$ cat src/rtl/pipeline_hazard_ctrl.sv
// RAW hazard detection for a 5-stage in-order pipeline: a small destination
// scoreboard mirroring EX/MEM/WB drives stall/flush controls and perf counters.
module pipeline_hazard_ctrl #(
    parameter int WB_BYPASS = 0,
    parameter int CNT_W     = 32
) (
    input  logic             clk,
    input  logic             rst,
    input  logic             id_valid,
    input  logic [4:0]       id_rs1_addr,
    input  logic [4:0]       id_rs2_addr,
    input  logic             id_use_rs1,
    input  logic             id_use_rs2,
    input  logic [4:0]       id_rd_addr,
    input  logic             id_RegWrite,
    input  logic             mem_redirect,
    output logic             PC_EN,
    output logic             IFID_EN,
    output logic             IFID_flush,
    output logic             IDEX_flush,
    output logic             EXMEM_flush,
    output logic [CNT_W-1:0] stall_cnt,
    output logic [CNT_W-1:0] flush_cnt
);

    typedef struct packed {
        logic       v;
        logic [4:0] rd;
    } sb_entry_t;

    localparam logic [CNT_W-1:0] CNT_ONE = CNT_W'(1);

    sb_entry_t        sb_ex_q, sb_ex_d;
    sb_entry_t        sb_mem_q, sb_mem_d;
    sb_entry_t        sb_wb_q, sb_wb_d;
    logic [CNT_W-1:0] stall_cnt_q, stall_cnt_d;
    logic [CNT_W-1:0] flush_cnt_q, flush_cnt_d;

    sb_entry_t id_entry;
    logic      match_rs1;
    logic      match_rs2;
    logic      hz;
    logic      stall;

    function automatic logic src_match(
        input logic       use_s,
        input logic [4:0] addr,
        input sb_entry_t  ex_e,
        input sb_entry_t  mem_e,
        input sb_entry_t  wb_e
    );
        logic hit;
        hit = (ex_e.v  && (ex_e.rd  == addr)) ||
              (mem_e.v && (mem_e.rd == addr)) ||
              ((WB_BYPASS == 0) && wb_e.v && (wb_e.rd == addr));
        return use_s && (addr != 5'd0) && hit;
    endfunction

    always_comb begin
        id_entry.v  = id_valid && id_RegWrite && (id_rd_addr != 5'd0);
        id_entry.rd = id_rd_addr;

        match_rs1 = src_match(id_use_rs1, id_rs1_addr, sb_ex_q, sb_mem_q, sb_wb_q);
        match_rs2 = src_match(id_use_rs2, id_rs2_addr, sb_ex_q, sb_mem_q, sb_wb_q);
        hz        = id_valid && (match_rs1 || match_rs2);
        stall     = hz && !mem_redirect;

        PC_EN       = !stall;
        IFID_EN     = !stall;
        IDEX_flush  = stall || mem_redirect;
        IFID_flush  = mem_redirect;
        EXMEM_flush = mem_redirect;
    end

    // The redirecting instruction sits in MEM and still retires, so it moves
    // to WB while everything younger is squashed.
    always_comb begin
        sb_wb_d     = sb_mem_q;
        sb_mem_d    = sb_ex_q;
        sb_ex_d     = id_entry;
        stall_cnt_d = stall_cnt_q;
        flush_cnt_d = flush_cnt_q;

        if (mem_redirect) begin
            sb_mem_d = '0;
            sb_ex_d  = '0;
        end else if (stall) begin
            sb_ex_d = '0;
        end

        if (stall) begin
            stall_cnt_d = stall_cnt_q + CNT_ONE;
        end
        if (mem_redirect) begin
            flush_cnt_d = flush_cnt_q + CNT_ONE;
        end

        if (rst) begin
            sb_wb_d     = '0;
            sb_mem_d    = '0;
            sb_ex_d     = '0;
            stall_cnt_d = '0;
            flush_cnt_d = '0;
        end
    end

    always_ff @(posedge clk) begin
        sb_ex_q     <= sb_ex_d;
        sb_mem_q    <= sb_mem_d;
        sb_wb_q     <= sb_wb_d;
        stall_cnt_q <= stall_cnt_d;
        flush_cnt_q <= flush_cnt_d;
    end

    assign stall_cnt = stall_cnt_q;
    assign flush_cnt = flush_cnt_q;

endmodule

$ cat config.mk
export PLATFORM = sky130hd
export DESIGN_NAME = pipeline_hazard_ctrl
export DESIGN_NICKNAME = d
export VERILOG_FILES = /design/src/rtl/pipeline_hazard_ctrl.sv
export SDC_FILE = /design/constraint.sdc
export NUM_CORES = 1
export LEC_CHECK = 0
export ABC_AREA = 1
export BUFFER_PORTS_ARGS = -buffer_cell sky130_fd_sc_hd__buf_2
export CAP_MARGIN = 10
export CELL_PAD_IN_SITES_DETAIL_PLACEMENT = 1
export CELL_PAD_IN_SITES_GLOBAL_PLACEMENT = 2
export CORE_MARGIN = 1.5
export CORE_UTILIZATION = 29
export CTS_CLUSTER_SIZE = 30
export DETAILED_ROUTE_END_ITERATION = 8
export GPL_ROUTABILITY_DRIVEN = 0
export PLACE_DENSITY = 0.82
export SKIP_CTS_REPAIR_TIMING = 1
export SLEW_MARGIN = 25
export SYNTH_ARGS = -nofsm -noshare
export SYNTH_HDL_FRONTEND = slang
export SYNTH_SLANG_ARGS = --single-unit
$ cat constraint.sdc
create_clock -name clk -period 1.7 [get_ports clk]
set_input_delay 0.085 -clock clk [delete_from_list [all_inputs] [get_ports clk]]
set_output_delay 0.085 -clock clk [all_outputs]
set_load 0.01 [all_outputs]
==> results summary <==
The run finished, with violations left. The checks that failed: negative setup slack. The area enclosed by the die boundary came out at 18160 sq um. The detailed router placed 5737 vias in this run.

The clock passes through at most 2 buffers. TritonCTS built the clock tree. The overall global routing resource usage is 19.75%.

The maximum VDD drop is 0.4639 mV. Of the cells placed in the final design, the portion with a size suffix greater than 1 is 33.07%. The warning count from the yosys run is 0. By area the synthesized netlist is led by dfxtp_1 (33%), nand2_1 (19%), nor2_1 (12%), inv_1 (9.3%), nand3_1 (4.9%). The count of different cell masters after synthesis is 32. The area of the placeable core came out at 16760 sq um. The number of DRC markers in iteration 0 came out at 228. The biggest area contributor in the post-synthesis netlist is dfxtp_1. The worst slack after detailed placement came out at -0.07966 ns.

The die is 134.7 um tall. In this run the biggest area consumer among cell types represents 32.61% of the synthesized area. The worst setup path is captured at an output port.

The tightest min-delay check is of the in2reg type. The residual antenna-violating net count after detailed routing is 0. The average routed wire per standard cell is 15.23 um. The terminus of the critical flop-to-flop path is flush_cnt[28]. After detailed routing, the number of remaining DRC violations is 0.

The maximum frequency from static timing analysis came out at 562.4 MHz. The total nets after synthesis is 869. The count of input and output buffers came out at 90. The non-filler instance count after layout is 1230.

The fraction of the mapped netlist area in simple logic gates is 47.05%. The number of inserted filler cells in the final layout is 2253. The static leakage is 3.226 nW.

At the later pin of the worst-skew pair, clock insertion delay measures 0.35 ns. The worst register-to-register path has a setup slack of -0.05 ns. The die width came out at 134.7 um. Summing all placed instances gives a cell area of 6108 sq um. The routed design has 18740 um of wire. Relative to the synthesized area, the layout overhead comes to 40.84%. The worst register-to-register path begins at flush_cnt[1]. The library cells used most frequently in the layout, excluding fill and tap cells, are nand2_1 (239), nor2_1 (135), inv_1 (112). The share of total power dissipated in combinational logic is 7.2%.

The final number of setup-violating endpoints came out at 7. The synthesized netlist devotes 3.704% of its cell area to compound gates. The clock buffer count from CTS came out at 9. The number of maximum-capacitance violations came out at 0. The sequential cell fraction of total power is 44.7%. The cell area that synthesis handed to floorplanning was 5034 sq um. The slew at the pin closest to its max-slew limit is 0.5821 ns.

The data arrival time of the critical path is 1.69 ns. For this design the top-level I/O count stands at 91. The total inserted antenna cells came out at 0. The kind of start point of the critical path is a register. The cell depth of the worst flop-to-flop path came out at 10. At the worst endpoint, the required time is 1.62 ns.

Once placement completed, the tool counted placed cells totaling 1191. The first global-routing pass estimated 28150 um of wire. The root buffer cell chosen for the clock tree is clkbuf_16. Counting I/O delays and the setup requirement, the final critical path takes 1.778 ns. The share of synthesized cell area in full adder, half adder and majority cells is 0.4971%. Setup repair after global routing could not meet its margin everywhere. The worst setup path is of the reg2out kind. After synthesis, the largest family of logic cells by area is simple AND/OR/NAND/NOR gates. The remaining global-route overflow is 0.

The design area is 7089 sq um. In the final design database the tool counted 1029 nets. The H-tree depth reported by CTS is 3. The clock network burns 48.2% of the power. Of the post-synthesis cell area, the part taken by muxes is 0%. Leaving out fill and tap cells, the most frequent cell in the layout is nand2_1. The initial cell density of the core is 30.03%. The pin count of the biggest net entering global routing is 45. The final core utilization is 42.30%. The number of pins with negative max-slew slack in the final report came to 0.

In the synthesized netlist, the number of instances is 845. The length of the first detailed-routing pass in iterations is 4. The initial antenna violation count is 0. The clock sink count is 82. The count of final hold-check violations came out at 0.

The average instance in the mapped netlist occupies 5.957 sq um. The power per standard cell area came out at 613.8 nW/um^2. The reported net switching power came out at 0.001092 W. The number of cell rows is 47. The number of global-route vias before repair is 5521. The final worst setup slack came out at -0.07808 ns.

The half-perimeter wire length after detailed placement is 13300 um. The share of the yosys chip area belonging to registers came out at 32.61%. In this run the worst path has a maximum fanout of 8.

The worst hold path terminates at sb_ex_q[5]. The flip-flop and latch count after synthesis came out at 82. The xor and xnor area share after synthesis came out at 3.480%.

The proportion of total power due to net switching came out at 25.09%. The remaining max-slew budget at the tightest pin is 60.95%. The ratio of final minimum period to clock period is 104.6%. The cell-internal power came out at 0.003260 W.

Along the worst hold path, the cell count comes to 3. The origin of the worst min-delay path is id_RegWrite. The clock slew seen by the registers of the worst setup and hold paths came out at 0.07 ns. The final worst clock skew came out at 0.01123 ns. After detailed routing, the number of vias per cell comes to 4.664.
[cells in the mapped netlist]
cell      count
buf_6         2
o21ai_1       3
o311ai_0      1
nand3_4       1
inv_2         8
nand2_1     258
nand3_1      49
nor3_1       19
buf_4         5
a21oi_1      16
xor2_1       18
nand2_2       2
nand3_2       3
dfxtp_1      82
clkbuf_1      9
nor4_1        4
buf_2         5
inv_1       125
o21ai_0      12
a211oi_1      2
ha_1          2
nor3_2        7
nor2_1      157
nand2_4       1
nor2_4        3
buf_1         4
nand3b_1      1
nor2_2        6
o21a_1        1
clkinv_1      1
nand4_1      36
xnor2_1       2
[worst max-delay path, stage by stage (launching register included)]
cell	delay [ns]
dfxtp_2	0.34
inv_1	0.05
nand2_1	0.06
nand2_1	0.05
nor2_1	0.09
nand3_1	0.14
nand3_2	0.10
nand2_2	0.06
nand2_4	0.11
nand3_4	0.16
buf_6	0.17
[final cells by class]
| class | count | area (sq um) | area share [%] |
|---|---|---|---|
| clock inverter | 5 | 61.31 | 0.8648 |
| clock buffer | 11 | 252.7 | 3.565 |
| multi-input combinational | 606 | 3134 | 44.21 |
| inverter | 134 | 508.0 | 7.166 |
| sequential | 82 | 1712 | 24.14 |
| tap | 220 | 275.3 | 3.883 |
| timing repair buffer | 172 | 1146 | 16.17 |
[power groups by stage]
stage	Sequential, W	Combinational (W)	Clock (W)
2_1_floorplan	0.00199	0.000153	0
3_3_place_gp	0.00199	0.000281	0
3_5_place_dp	0.00199	0.000282	0
4_1_cts	0.00195	0.000284	0.00216
5_1_grt	0.00194	0.000345	0.00223
6_report	0.00194	0.000312	0.00210
[worst max path at each step]
stage	startpoint	end	slack, ns	depth (start not counted)
after floorplan	flush_cnt[1]	flush_cnt[30]	0.11	10
after global placement	flush_cnt[1]	flush_cnt[30]	-0.05	10
after CTS	sb_ex_q[4]	IFID_EN	-0.36	10
after global routing	flush_cnt[1]	flush_cnt[28]	-0.15	10
final	sb_wb_q[0]	IFID_EN	-0.08	10
after detailed placement	flush_cnt[1]	flush_cnt[30]	-0.08	10
[registers in the layout, summed over array words and instances, names as in the netlist]
signal / count
flush_cnt: 32
sb_ex_q: 6
sb_mem_q: 6
sb_wb_q: 6
stall_cnt: 32
[through the flow]
stage | setup TNS, ns | power, W | hold WS, ns
after floorplan | 0 | 0.002144 | 0.1972
final | -0.2612 | 0.004352 | 0.007945
after CTS | -1.712 | 0.004387 | -0.03784
after global placement | -0.1088 | 0.002271 | 0.3271
after detailed placement | -0.2808 | 0.002273 | 0.3318
after global routing | -2.897 | 0.004522 | 0.02118
[per-layer routing]
layer / track usage (%) / up-vias / part of all wire (%) / wire length [um]
met5: 0 / - / 0 / 0
met3: 2.515 / 14 / 2.9 / 543
met1: 26.36 / 2715 / 48 / 8913
li1: - / 2928 / - / -
met2: 33.28 / 80 / 48 / 9029
met4: 5.974 / 0 / 1.3 / 249
[cell families after synthesis]
| kind of cell | Yosys count |
|---|---|
| adder cells (fa/ha/maj) | 2 |
| XOR/XNOR | 20 |
| AND/OR/NAND/NOR | 547 |
| buffers and inverters | 159 |
| AO/OA/AOI/OAI | 35 |
| flip-flops | 82 |
(Power assumes the default switching activity.)
